### src/rtl/seq_multiplier_param.sv
// seq_multiplier_param: parametrised shift-add multiplier, signed/unsigned,
// edge-triggered start, busy flag and held product.
//
// Ports:
//   clock        in   system clock, rising edge
//   reset        in   synchronous reset, active-high
//   start        in   request; a 0->1 transition starts an operation
//   signed_mode  in   1 = two's-complement operands, 0 = unsigned
//   A, B         in   WIDTH-bit multiplicand / multiplier
//   busy         out  operation in progress
//   end_mul      out  produto holds the last accepted result
//   produto      out  2*WIDTH-bit product
module seq_multiplier_param #(
   parameter int WIDTH = 32
) (
   input  logic                 clock,
   input  logic                 reset,
   input  logic                 start,
   input  logic                 signed_mode,
   input  logic [WIDTH-1:0]     A,
   input  logic [WIDTH-1:0]     B,
   output logic                 busy,
   output logic                 end_mul,
   output logic [2*WIDTH-1:0]   produto
);

   localparam int CW = $clog2(WIDTH + 1);

   typedef enum logic [1:0] {
      IDLE,
      CALC,
      FIX,
      DONE
   } state_t;

   state_t               r_state;
   logic                 r_start_q;
   logic [CW-1:0]        r_cnt;
   logic [2*WIDTH:0]     r_acc;
   logic [WIDTH-1:0]     r_mag_a;
   logic [WIDTH-1:0]     r_mag_b;
   logic                 r_neg;
   logic                 r_busy;
   logic                 r_end;
   logic [2*WIDTH-1:0]   r_prod;

   logic                 w_accept;
   logic [WIDTH-1:0]     w_mag_a;
   logic [WIDTH-1:0]     w_mag_b;
   logic [WIDTH:0]       w_sum;
   logic [2*WIDTH:0]     w_acc_add;
   logic                 w_cnt_last;
   logic [2*WIDTH-1:0]   w_res;

   assign w_accept = start && !r_start_q &&
                     ((r_state == IDLE) || (r_state == DONE));

   // |-2^(WIDTH-1)| still fits as an unsigned WIDTH-bit magnitude
   assign w_mag_a = (signed_mode && A[WIDTH-1]) ? -A : A;
   assign w_mag_b = (signed_mode && B[WIDTH-1]) ? -B : B;

   // Upper half is WIDTH+1 bits wide so the add carry is kept
   assign w_sum = r_mag_b[0] ?
                  r_acc[2*WIDTH:WIDTH] + {1'b0, r_mag_a} :
                  r_acc[2*WIDTH:WIDTH];
   assign w_acc_add = {w_sum, r_acc[WIDTH-1:0]};

   assign w_cnt_last = (r_cnt == CW'(WIDTH - 1));

   assign w_res = r_neg ? -r_acc[2*WIDTH-1:0] : r_acc[2*WIDTH-1:0];

   always_ff @(posedge clock) begin
      if (reset) begin
         r_state   <= IDLE;
         r_start_q <= 1'b0;
         r_cnt     <= '0;
         r_acc     <= '0;
         r_mag_a   <= '0;
         r_mag_b   <= '0;
         r_neg     <= 1'b0;
         r_busy    <= 1'b0;
         r_end     <= 1'b0;
         r_prod    <= '0;
      end else begin
         r_start_q <= start;
         unique case (r_state)
            IDLE, DONE: begin
               if (w_accept) begin
                  r_mag_a <= w_mag_a;
                  r_mag_b <= w_mag_b;
                  r_neg   <= signed_mode & (A[WIDTH-1] ^ B[WIDTH-1]);
                  r_acc   <= '0;
                  r_cnt   <= '0;
                  r_end   <= 1'b0;
                  r_busy  <= 1'b1;
                  r_state <= CALC;
               end
            end
            CALC: begin
               r_acc   <= w_acc_add >> 1;
               r_mag_b <= r_mag_b >> 1;
               r_cnt   <= r_cnt + CW'(1);
               if (w_cnt_last) begin
                  r_state <= FIX;
               end
            end
            FIX: begin
               r_prod  <= w_res;
               r_end   <= 1'b1;
               r_busy  <= 1'b0;
               r_state <= DONE;
            end
            default: r_state <= IDLE;
         endcase
      end
   end

   assign busy    = r_busy;
   assign end_mul = r_end;
   assign produto = r_prod;

endmodule

### config.mk
export PLATFORM = sky130hd
export DESIGN_NAME = seq_multiplier_param
export DESIGN_NICKNAME = d
export VERILOG_FILES = /design/src/rtl/seq_multiplier_param.sv
export SDC_FILE = /design/constraint.sdc
export NUM_CORES = 1
export LEC_CHECK = 0
export CAP_MARGIN = 30
export CORE_AREA = 4 4 179 181
export DETAILED_ROUTE_END_ITERATION = 8
export DIE_AREA = 0 0 183 185
export MAX_ROUTING_LAYER = met4
export PLACE_DENSITY = 0.67
export REMOVE_ABC_BUFFERS = 1
export SLEW_MARGIN = 5
export SYNTH_ARGS = -nofsm -noshare
export SYNTH_HDL_FRONTEND = slang
export SYNTH_SLANG_ARGS = --single-unit
### constraint.sdc
create_clock -name clock -period 3.48 [get_ports clock]
set_clock_uncertainty 0.2 [all_clocks]
set_input_delay 0.696 -clock clock [delete_from_list [all_inputs] [get_ports clock]]
set_output_delay 0.696 -clock clock [all_outputs]
set_load 0.01 [all_outputs]
==> impl_metrics.env <==
export IMPL_outcome="completed"
export IMPL_syn_area_mm2=0.01202
export IMPL_yosysWarnings=0
export IMPL_critPathLaunchType="register"
export IMPL_cts_resized=0
export IMPL_htree_levels=1
export IMPL_crit_family="simple AND/OR/NAND/NOR gates"
export IMPL_cts_tree="done"
export IMPL_synth_top_area_cell="dfxtp_1"
export IMPL_yosys_top_cells_count="dfxtp_1 (204), nor2_1 (193), nand2_1 (134), a21oi_1 (110), clkbuf_1 (93)"
export IMPL_arrival_ns=3.45
export IMPL_async_reset_ff_share_pct=0
export IMPL_critPathKind="register to register"
export IMPL_grt_pass1_wl_mm=55.32
export IMPL_path_cells="or4_4 -> or4_4 -> or3_4 -> or3_1 -> nor3b_2 -> nor3_1 -> a311o_1"
export IMPL_hold_class="register to register"
export IMPL_ys_types=74
export IMPL_start_util_pct=39.50
export IMPL_grt_max_degree=97
export IMPL_fp_dieW_um=183
export IMPL_cts_hold_buf=0
export IMPL_ios=134
export IMPL_maxSlewViolCount=0
export IMPL_synth_top_area_share_pct=33.98
export IMPL_routedWlPerCell_um=16.67
export IMPL_power_density_mw_per_mm2=561.5
export IMPL_fillers=3006
export IMPL_holdWs_ns=0.2520
export IMPL_route_detailed_drc=0
export IMPL_hpwl_mm=25.01
export IMPL_hold_violations=0
export IMPL_synthToLayoutAreaGrowth_pct=22.53
export IMPL_slowest_delay_ns=0.58
export IMPL_fin_crit_ns=3.232
export IMPL_grt_ovfl_total=0
export IMPL_numCtsBuffers=24
export IMPL_maxCapViolations=0
export IMPL_fmax_mhz=309.4
export IMPL_die_height_um=185
export IMPL_setup_violations=0
export IMPL_place_gp_congestion=0.9360
export IMPL_worst_pin_slew_ns=0.8813
export IMPL_antenna_found_initial=0
export IMPL_postSynthCellCount=1518
export IMPL_critPathMostFrequentCell="or4_4"
export IMPL_finalCritPeriodShare_pct=92.88
export IMPL_clk_latency_ns=0.53
export IMPL_core_area_mm2=0.03043
export IMPL_root_buffer="clkbuf_16"
export IMPL_crit_path_top_delay_cell="or4_4"
export IMPL_first_pass_iters=5
export IMPL_irDropWorstVdd_v=0.0004990
export IMPL_die_area_mm2=0.03386
export IMPL_clk_path_buf_depth=3
export IMPL_via_count=11580
export IMPL_yosysSeqAreaShare_pct=33.98
export IMPL_required_ns=3.69
export IMPL_rsz0062_at_grt="false"
export IMPL_yosys_cell_count_top_type="dfxtp_1"
export IMPL_synth_seq_cells=204
export IMPL_nNetsFinal=1741
export IMPL_crit_fanout=8
export IMPL_grt_pass1_vias=10610
export IMPL_port_buffers=133
export IMPL_ant_nets=0
export IMPL_crit_path_end_kind="register"
export IMPL_cts_sinks=204
export IMPL_post_cts_buffers=0
export IMPL_finalWirelength_mm=34.03
export IMPL_synth_area_top_cells="dfxtp_1 (34%), nor2_1 (6.0%), xor2_1 (5.8%)"
export IMPL_rows=64
export IMPL_drive_above_1_share_pct=7.112
export IMPL_synth_avg_cell_area_um2=7.918
export IMPL_max_slew_margin_pct=41.13
export IMPL_ys_flop_type="dfxtp_1"
export IMPL_drtIter0Drc=894
export IMPL_path_clk_slew_ns=0.06
export IMPL_drt_vias_per_instance=5.672
export IMPL_power_leakage_nw=5.429
export IMPL_worst_path_buf_inv=0
export IMPL_grt_util_all_layers_pct=19.84
export IMPL_setup_tns_ns=0
export IMPL_synth_edf_count=0
==> layer usage <==
metal	vias to the layer above	track usage (%)	share of wire, %
li1	5812	-	-
met1	5385	28.03	48
met2	334	30.51	44
met3	51	2.023	5.9
met4	0	5.185	2.2
met5	-	-	0
==> area by class of cell <==
type / count / area, µm² / share of cell area [%]
Multi-Input combinational cell: 1183 / 7468 / 50.71
Sequential cell: 204 / 4085 / 27.74
Timing Repair Buffer: 193 / 1812 / 12.30
Clock buffer: 34 / 678.2 / 4.605
Tap cell: 396 / 495.5 / 3.364
Inverter: 27 / 101.3 / 0.6882
Clock inverter: 4 / 83.83 / 0.5692
Antenna cell: 1 / 2.502 / 0.01699
==> where the power goes <==
part	switching [mW]	total, mW	internal [mW]
Sequential	0.267	3.00	2.73
Clock	0.950	2.44	1.49
Combinational	1.73	2.83	1.10
==> sequential cells by signal (all words and copies together), names as in the netlist <==
name	flops
r_neg	1
r_cnt	6
busy	1
r_start_q	1
r_mag_a	32
r_state	2
r_mag_b	32
r_acc	64
end_mul	1
produto	64
==> path summary, 6_finish.rpt <==
path / slack, ns / start / to / depth (start not counted)
worst max-delay path: 0.25 / r_acc[15] / produto[63] / 7
worst min-delay path: 0.25 / r_mag_b[4] / r_mag_b[4] / 2
worst max register to register: 0.25 / r_acc[15] / produto[63] / 7
worst min register to register: 0.25 / r_mag_b[4] / r_mag_b[4] / 2
==> metrics by stage <==
step | cells | worst slack, ns | utilization [%] | area [µm²] | power, mW
after floorplan | 1414 | -2.349 | - | 11620 | 4.732
after global placement | 2002 | 0.08249 | 45.79 | 13930 | 5.812
after detailed placement | 2002 | 0.03040 | 45.79 | 13930 | 5.868
after CTS | 2040 | 0.2471 | 48.30 | 14700 | 8.345
after global routing | 2041 | 0.1097 | 48.39 | 14720 | 8.807
final | 2042 | 0.2479 | 48.40 | 14730 | 8.269
==> worst reg2reg max path: stages, from the launching register on <==
cell,delay (ns)
dfxtp_1,0.37
or4_4,0.58
or4_4,0.46
or3_4,0.42
or3_1,0.49
nor3b_2,0.27
nor3_1,0.06
a311o_1,0.28
==> cells in the final DEF, fill, tap and decap left out, drive strengths merged, types with 39 or more instances in the layout <==
master | Yosys | routed
nor2 | 193 | 193
o21ai | 86 | 86
buf | 11 | 61
dfxtp | 204 | 204
nand2 | 134 | 134
a22oi | 53 | 53
a211oi | 54 | 54
a21oi | 110 | 110
xnor2 | 50 | 50
ha | 39 | 39
clkdlybuf4s50 | 0 | 132
xor2 | 79 | 79
==> kinds of logic (layout without fill, tap and decap cells) <==
family / count (synthesis) / after routing / synth area share, %
compound gates: 473 / 473 / 26.24
xor+xnor: 129 / 129 / 9.400
fa+ha+maj: 40 / 40 / 4.227
buf+inv: 131 / 258 / 4.154
flops: 204 / 204 / 33.98
mux: 16 / 16 / 1.343
other cells: 0 / 1 / 0
simple gates: 525 / 525 / 20.65
Power figures use the tool's default switching activity.
==> edit 1, RTL diff (config.mk and constraints unchanged) <==
Change the parameter `WIDTH` from 32 to 16.
--- a/src/rtl/seq_multiplier_param.sv
+++ b/src/rtl/seq_multiplier_param.sv
@@ -11,7 +11,7 @@
 //   end_mul      out  produto holds the last accepted result
 //   produto      out  2*WIDTH-bit product
 module seq_multiplier_param #(
-   parameter int WIDTH = 32
+   parameter int WIDTH = 16
 ) (
    input  logic                 clock,
    input  logic                 reset,
Ports: changed (resized A, B and produto); port bits go from 134 to 70. The function was not compared with the original's and may differ.
==> edit 1 against the unedited design <==
- power is 50% lower
- area after synthesis decreased by 49%
- wire length down 52%
- setup slack gained 340 ps
- sequential cell count down 97
- worst hold slack worse by 1.0 ps
- die area unchanged
- design area decreased by 49%
==> edit 1: results (changes against the unedited design) <==
stage,metric,value,unit,change
logic_synthesis,Main synth FF type,dfxtp_1,,unchanged
critical_path,FF-to-FF Start,r_acc[16]$_SDFFE_PP0P_,,was r_acc[15]$_SDFFE_PP0P_
status,status,"complete, no violations",,unchanged
critical_path,"Largest stage delay, worst path",620,ps,was 580 ps
routing,TritonRoute pass-1 iters,5,,unchanged
hold_path,min-delay src,r_mag_b[8]$_SDFFE_PP0P_,,was r_mag_b[4]$_SDFFE_PP0P_
clocking,CTS Buf Count,9,,was 24
hold_path,Hold EP,r_mag_b[8]$_SDFFE_PP0P_,,was r_mag_b[4]$_SDFFE_PP0P_
power_and_ir_drop,worst vdd ir,290,uV,was 499 uV
logic_synthesis,Synth Instances,766,,was 1518
hold_path,Hold Crit Depth,2,,unchanged
critical_path,Crit path arrival time,2910,ps,was 3450 ps
cells_and_area,share of post-route cells with drive strength above 1,6.13,%,was 7.11%
clocking,H-tree levels,3,,was 1
critical_path,R2R depth,10,,was 7
placement,Final Wtd Congestion,0.845,,was 0.936
placement,Placed Cells,1196,,was 2002
logic_synthesis,sequential fraction of the synthesis area,34.7,%,was 34.0%
critical_path,Reg2Reg Capture Point,r_acc[31]$_SDFFE_PP0P_,,was produto[63]$_SDFFE_PP0P_
placement,Final HPWL DP,12.2,mm,was 25.0 mm
sta,"Slew Viols, Final",0,,unchanged
sta,Setup Viol. Count Final,0,,unchanged
clocking,cell chosen for the clock root,clkbuf_16,,unchanged
cells_and_area,Final Net Count,872,,was 1741
routing,detailed-route wire length per cell,13.5,um,was 16.7 um
placement,placed cell area,7290,sq um,was 13900 sq um
logic_synthesis,Commonest cells post-synth,"dfxtp_1, nor2_1, nand2_1, a21oi_1, clkbuf_1",,unchanged
clocking,clock buffer depth,2,,was 3
hold_path,Hold Crit Class,reg2reg,,unchanged
critical_path,CP Max Fanout,4,,was 8
power_and_ir_drop,Leakage,2.68,nW,was 5.43 nW
logic_synthesis,Yosys cell types,61,,was 74
power_and_ir_drop,P_sw,1.55,mW,was 2.95 mW
grt,Total GRT Usage,9.82,%,was 19.8%
grt,initial antenna violation count,0,,unchanged
critical_path,R2R setup slack,710,ps,was 250 ps
routing,Iter 0 DRT Violations,330,,was 894
cells_and_area,Layout fillers,3345,,was 3006
critical_path,CP max-delay cell,or4b_2,,was or4_4
sta,Rel. slew slack,53.8,%,was 41.1%
grt,first-pass GRT wire length,26.6,mm,was 55.3 mm
clocking,"Clk Latency, worst-skew pair",360,ps,was 530 ps
placement,# port buffers,69,,was 133
cells_and_area,diodes inserted,0,,was 1
routing,routed vias/inst,4.63,,was 5.67
grt,largest net degree at the start of global routing,65,,was 97
routing,Routed WL,16.4,mm,was 34.0 mm
clocking,"Setup Fix Bufs, Post-CTS",0,,unchanged
grt,vias in the first global route,5049,,was 10600
logic_synthesis,ys async rst share,0,%,unchanged
logic_synthesis,"top cells by area, synth","dfxtp_1, nor2_1, xor2_1",,unchanged
edit 1: cell types whose count changed in the layout (fill, tap and decap cells not counted), moves of 31 or more:
cell / before / now
a21oi_1: 108 / 52
buf_4: 59 / 17
clkdlybuf4s50_1: 132 / 68
dfxtp_1: 203 / 107
nand2_1: 134 / 65
nor2_1: 193 / 106
o21ai_0: 82 / 35
xnor2_1: 50 / 19
xor2_1: 79 / 40
edit 1: logic make-up (layout without fill, tap and decap cells):
family,Yosys count,in the layout,share of synthesized area (%)
flops,107,107,34.7
xor+xnor,59,59,8.36
fa+ha+maj,25,25,5.18
mux,15,15,2.47
buf+inv,70,120,4.51
compound gates,231,231,24.9
simple gates,259,259,19.9
edit 1: per-layer routing:
layer | wire length [um] | share of wire, % | up-vias | track usage (%)
li1 | - | - | 2875 | -
met4 | 189 | 1.2 | 0 | 2.00
met2 | 7300 | 45 | 137 | 14.7
met1 | 8080 | 49 | 2586 | 13.8
met3 | 803 | 4.9 | 11 | 1.87
met5 | 0 | 0 | - | -
edit 1: final cells by class:
class	count	area, sq um	share of cell area (%)
timing repair buffer	85	808	10.7
sequential	107	2140	28.3
clock buffer	9	225	2.97
tap	396	495	6.54
clock inverter	7	58.8	0.776
inverter	19	71.3	0.942
multi-input combinational	589	3770	49.8
edit 1: power groups by stage:
stage | combinational (mW) | sequential (mW) | clock (mW)
after CTS | 1.55 | 1.58 | 1.04
final | 1.53 | 1.58 | 1.00
after detailed placement | 1.54 | 1.61 | 0
after global routing | 1.71 | 1.61 | 1.09
after floorplan | 0.896 | 1.64 | 0
after global placement | 1.52 | 1.60 | 0
edit 1: metrics by stage:
step	worst slack, ps	hold slack [ps]
2_1_floorplan	-631	221
3_3_place_gp	239	238
3_5_place_dp	221	241
4_1_cts	594	250
5_1_grt	363	273
6_report	583	251
edit 1: how the worst max path moves through the flow:
stage,startpoint,slack [ps],end,cells past startpoint
6_report,B[1],580,r_mag_b[12]$_SDFFE_PP0P_,10
5_1_grt,B[1],360,r_mag_b[12]$_SDFFE_PP0P_,10
3_3_place_gp,B[1],240,r_mag_b[12]$_SDFFE_PP0P_,10
2_1_floorplan,r_state[0]$_SDFFE_PP0P_,-630,r_acc[28]$_SDFFE_PP0P_,8
3_5_place_dp,B[1],220,r_mag_b[12]$_SDFFE_PP0P_,10
4_1_cts,B[1],590,r_mag_b[12]$_SDFFE_PP0P_,10
edit 1: worst max-delay path, delay by kind of cell:
family	cells	cell delay (ps)
AO/OA/AOI/OAI	3	310
XOR/XNOR	1	150
adder cells (fa/ha/maj)	1	170
buffers and inverters	3	710
AND/OR/NAND/NOR	2	870
==> edit 2, RTL diff (config.mk and constraints unchanged) <==
Without the edit above. Encoding of `state_t`: now one-hot (4 bits for 4 states).
--- a/src/rtl/seq_multiplier_param.sv
+++ b/src/rtl/seq_multiplier_param.sv
@@ -26,11 +26,11 @@
 
    localparam int CW = $clog2(WIDTH + 1);
 
-   typedef enum logic [1:0] {
-      IDLE,
-      CALC,
-      FIX,
-      DONE
+   typedef enum logic [3:0] {
+      IDLE = 4'b0001,
+      CALC = 4'b0010,
+      FIX  = 4'b0100,
+      DONE = 4'b1000
    } state_t;
 
    state_t               r_state;
Behaviour: no difference found for any inputs over 10 cycles, from zero or initial values and one cycle with reset high; not proved beyond that.
==> edit 2 against the unedited design <==
- non-clock buffer count up 10
- sequential cell count grew 2
- area after synthesis fell by 0.16%
- design area rose by 0.30%
- setup slack improved by 31 ps
- wire length increased by 2.5%
Power is not compared: it rests on default switching activity, and its combinational part moved more than twofold at a synthesized area within 25%.
==> edit 2: results (changes against the unedited design) <==
stage,metric,value,unit,change
logic_synthesis,ys async rst share,0,%,unchanged
logic_synthesis,Commonest cells post-synth,"dfxtp_1, nand2_1, a21oi_1, nor2_1, xor2_1",,"was dfxtp_1, nor2_1, nand2_1, a21oi_1, clkbuf_1"
routing,Iter 0 DRT Violations,869,,was 894
grt,initial antenna violation count,0,,unchanged
placement,Final Wtd Congestion,0.937,,was 0.936
clocking,clock-pin slew on the worst setup and hold paths,60,ps,about the same
hold_path,Hold Crit Depth,2,,unchanged
hold_path,min-delay src,r_mag_b[4]$_SDFFE_PP0P_,,unchanged
placement,Final HPWL DP,25.7,mm,was 25.0 mm
clocking,H-tree levels,1,,unchanged
status,status,"complete, no violations",,unchanged
logic_synthesis,multiplexer area fraction after synthesis,0.667,%,was 1.34%
clocking,cell chosen for the clock root,clkbuf_16,,unchanged
routing,Remaining DRCs,0,,unchanged
hold_path,Hold Crit Class,reg2reg,,unchanged
sta,Min Hold Slack,248,ps,was 252 ps
logic_synthesis,Synth Area in Compound Gates,25.4,%,was 26.2%
grt,Total GRT Usage,20.4,%,was 19.8%
logic_synthesis,"top cells by area, synth","dfxtp_1, a21oi_1, xor2_1",,"was dfxtp_1, nor2_1, xor2_1"
clocking,CTS Buf Count,22,,was 24
routing,detailed-route wire length per cell,16.9,um,was 16.7 um
logic_synthesis,sequential fraction of the synthesis area,34.4,%,was 34.0%
critical_path,R2R depth,9,,was 7
critical_path,CP Max Fanout,3,,was 8
critical_path,FF-to-FF Start,r_acc[33]$_SDFFE_PP0P_,,was r_acc[15]$_SDFFE_PP0P_
critical_path,R2R setup slack,290,ps,was 250 ps
cells_and_area,share of post-route cells with drive strength above 1,7.88,%,was 7.11%
power_and_ir_drop,worst vdd ir,346,uV,
cells_and_area,diodes inserted,0,,was 1
hold_path,Hold EP,r_mag_b[3]$_SDFFE_PP0P_,,was r_mag_b[4]$_SDFFE_PP0P_
logic_synthesis,Synth Area in Adders,3.92,%,was 4.23%
logic_synthesis,YS warnings,0,,unchanged
grt,vias in the first global route,10700,,was 10600
clocking,"Clk Latency, worst-skew pair",530,ps,about the same
power_and_ir_drop,Leakage,5.56,nW,
sta,Slew @ Worst Pin,834,ps,was 881 ps
routing,routed vias/inst,5.63,,was 5.67
placement,# port buffers,133,,unchanged
clocking,clock buffer depth,3,,unchanged
power_and_ir_drop,power per cell area,413,nW/um^2,
critical_path,Reg2Reg Capture Point,produto[56]$_SDFFE_PP0P_,,was produto[63]$_SDFFE_PP0P_
logic_synthesis,Yosys cell types,72,,was 74
grt,largest net degree at the start of global routing,180,,was 97
routing,TritonRoute pass-1 iters,7,,was 5
grt,first-pass GRT wire length,56.1,mm,was 55.3 mm
clocking,"Setup Fix Bufs, Post-CTS",0,,unchanged
placement,placed cell area,14000,sq um,was 13900 sq um
cells_and_area,Final Net Count,1752,,was 1741
logic_synthesis,Synth Area in XOR/XNOR,10.5,%,was 9.40%
critical_path,Crit path arrival time,3410,ps,was 3450 ps
cells_and_area,Layout fillers,2992,,was 3006
## edit 2: changes by cell type after synthesis, moves of 9 or more
cell and delta:
a311oi_1 -9, o31ai_1 +12, a21oi_1 +41, clkbuf_1 -11
nor2_1 -44, o21ai_0 -9, nand4_1 -9, nand2_1 +53
nand3_1 +21, a22oi_1 -18, o211ai_1 -11, xnor2_1 +10
## edit 2: metrics by stage
| stage | TNS (ps) | setup WS, ps | std cells |
|---|---|---|---|
| floorplan | -1015210 | -7950 | 1420 |
| global placement | -864 | -131 | 2019 |
| detailed placement | -1530 | -195 | 2019 |
| CTS | 0 | 159 | 2058 |
| global route | 0 | 105 | 2058 |
| finish | 0 | 279 | 2058 |
## edit 2: layout make-up
type	instances	area share, %
repair buffers	203	13.0
flip-flops and latches	206	27.9
clock buffers	35	4.53
inverters	26	0.661
well taps	396	3.35
clock inverters	4	0.407
multi-input cells	1188	50.1
## edit 2: where the power goes
group          switching (mW)  total (mW)  internal [mW]
combinational           0.706        1.14          0.436
sequential              0.109        2.60           2.49
clock                   0.970        2.36           1.39
total                    1.79        6.10           4.32
## edit 2: how the worst max path moves through the flow
stage	startpoint	end	slack [ps]	cells past startpoint
after global placement	A[16]	r_mag_a[29]$_SDFFE_PP0P_	-130	9
after floorplan	start	r_acc[59]$_SDFFE_PP0P_	-7950	8
after detailed placement	A[16]	r_mag_a[26]$_SDFFE_PP0P_	-200	7
after CTS	r_mag_a[0]$_SDFFE_PP0P_	r_acc[61]$_SDFFE_PP0P_	160	11
final	A[16]	r_mag_a[27]$_SDFFE_PP0P_	280	8
after global routing	r_acc[32]$_SDFFE_PP0P_	r_acc[57]$_SDFFE_PP0P_	100	11
## edit 2: what timing repair did
item | 4_1_cts | 5_1_grt
hold buffers | 0 | 0
setup endpoints to repair | 0 | 2
resized for setup | 0 | 1
## edit 2: cells by family (layout without fill, tap and decap cells)
logic type | Yosys count | count (layout)
AND/OR/NAND/NOR | 530 | 530
buffers and inverters | 129 | 268
flip-flops | 206 | 206
multiplexers | 8 | 8
AO/OA/AOI/OAI | 469 | 469
XOR/XNOR | 144 | 144
adder cells (fa/ha/maj) | 37 | 37
## edit 2: worst max-delay path, stage by stage
cell	delay, ps
clkdlybuf4s50_1	410
or4_1	550
or4_1	460
or4_1	610
nor2_1	180
buf_4	140
o21ai_0	90
a311oi_1	280
## edit 2: metal layers
metal	vias up	part of all wire (%)	GRT usage, %
li1	5792	-	-
met1	5412	46	27.6
met2	326	45	32.2
met3	65	5.8	2.04
met4	0	3.1	6.70
met5	-	0	-
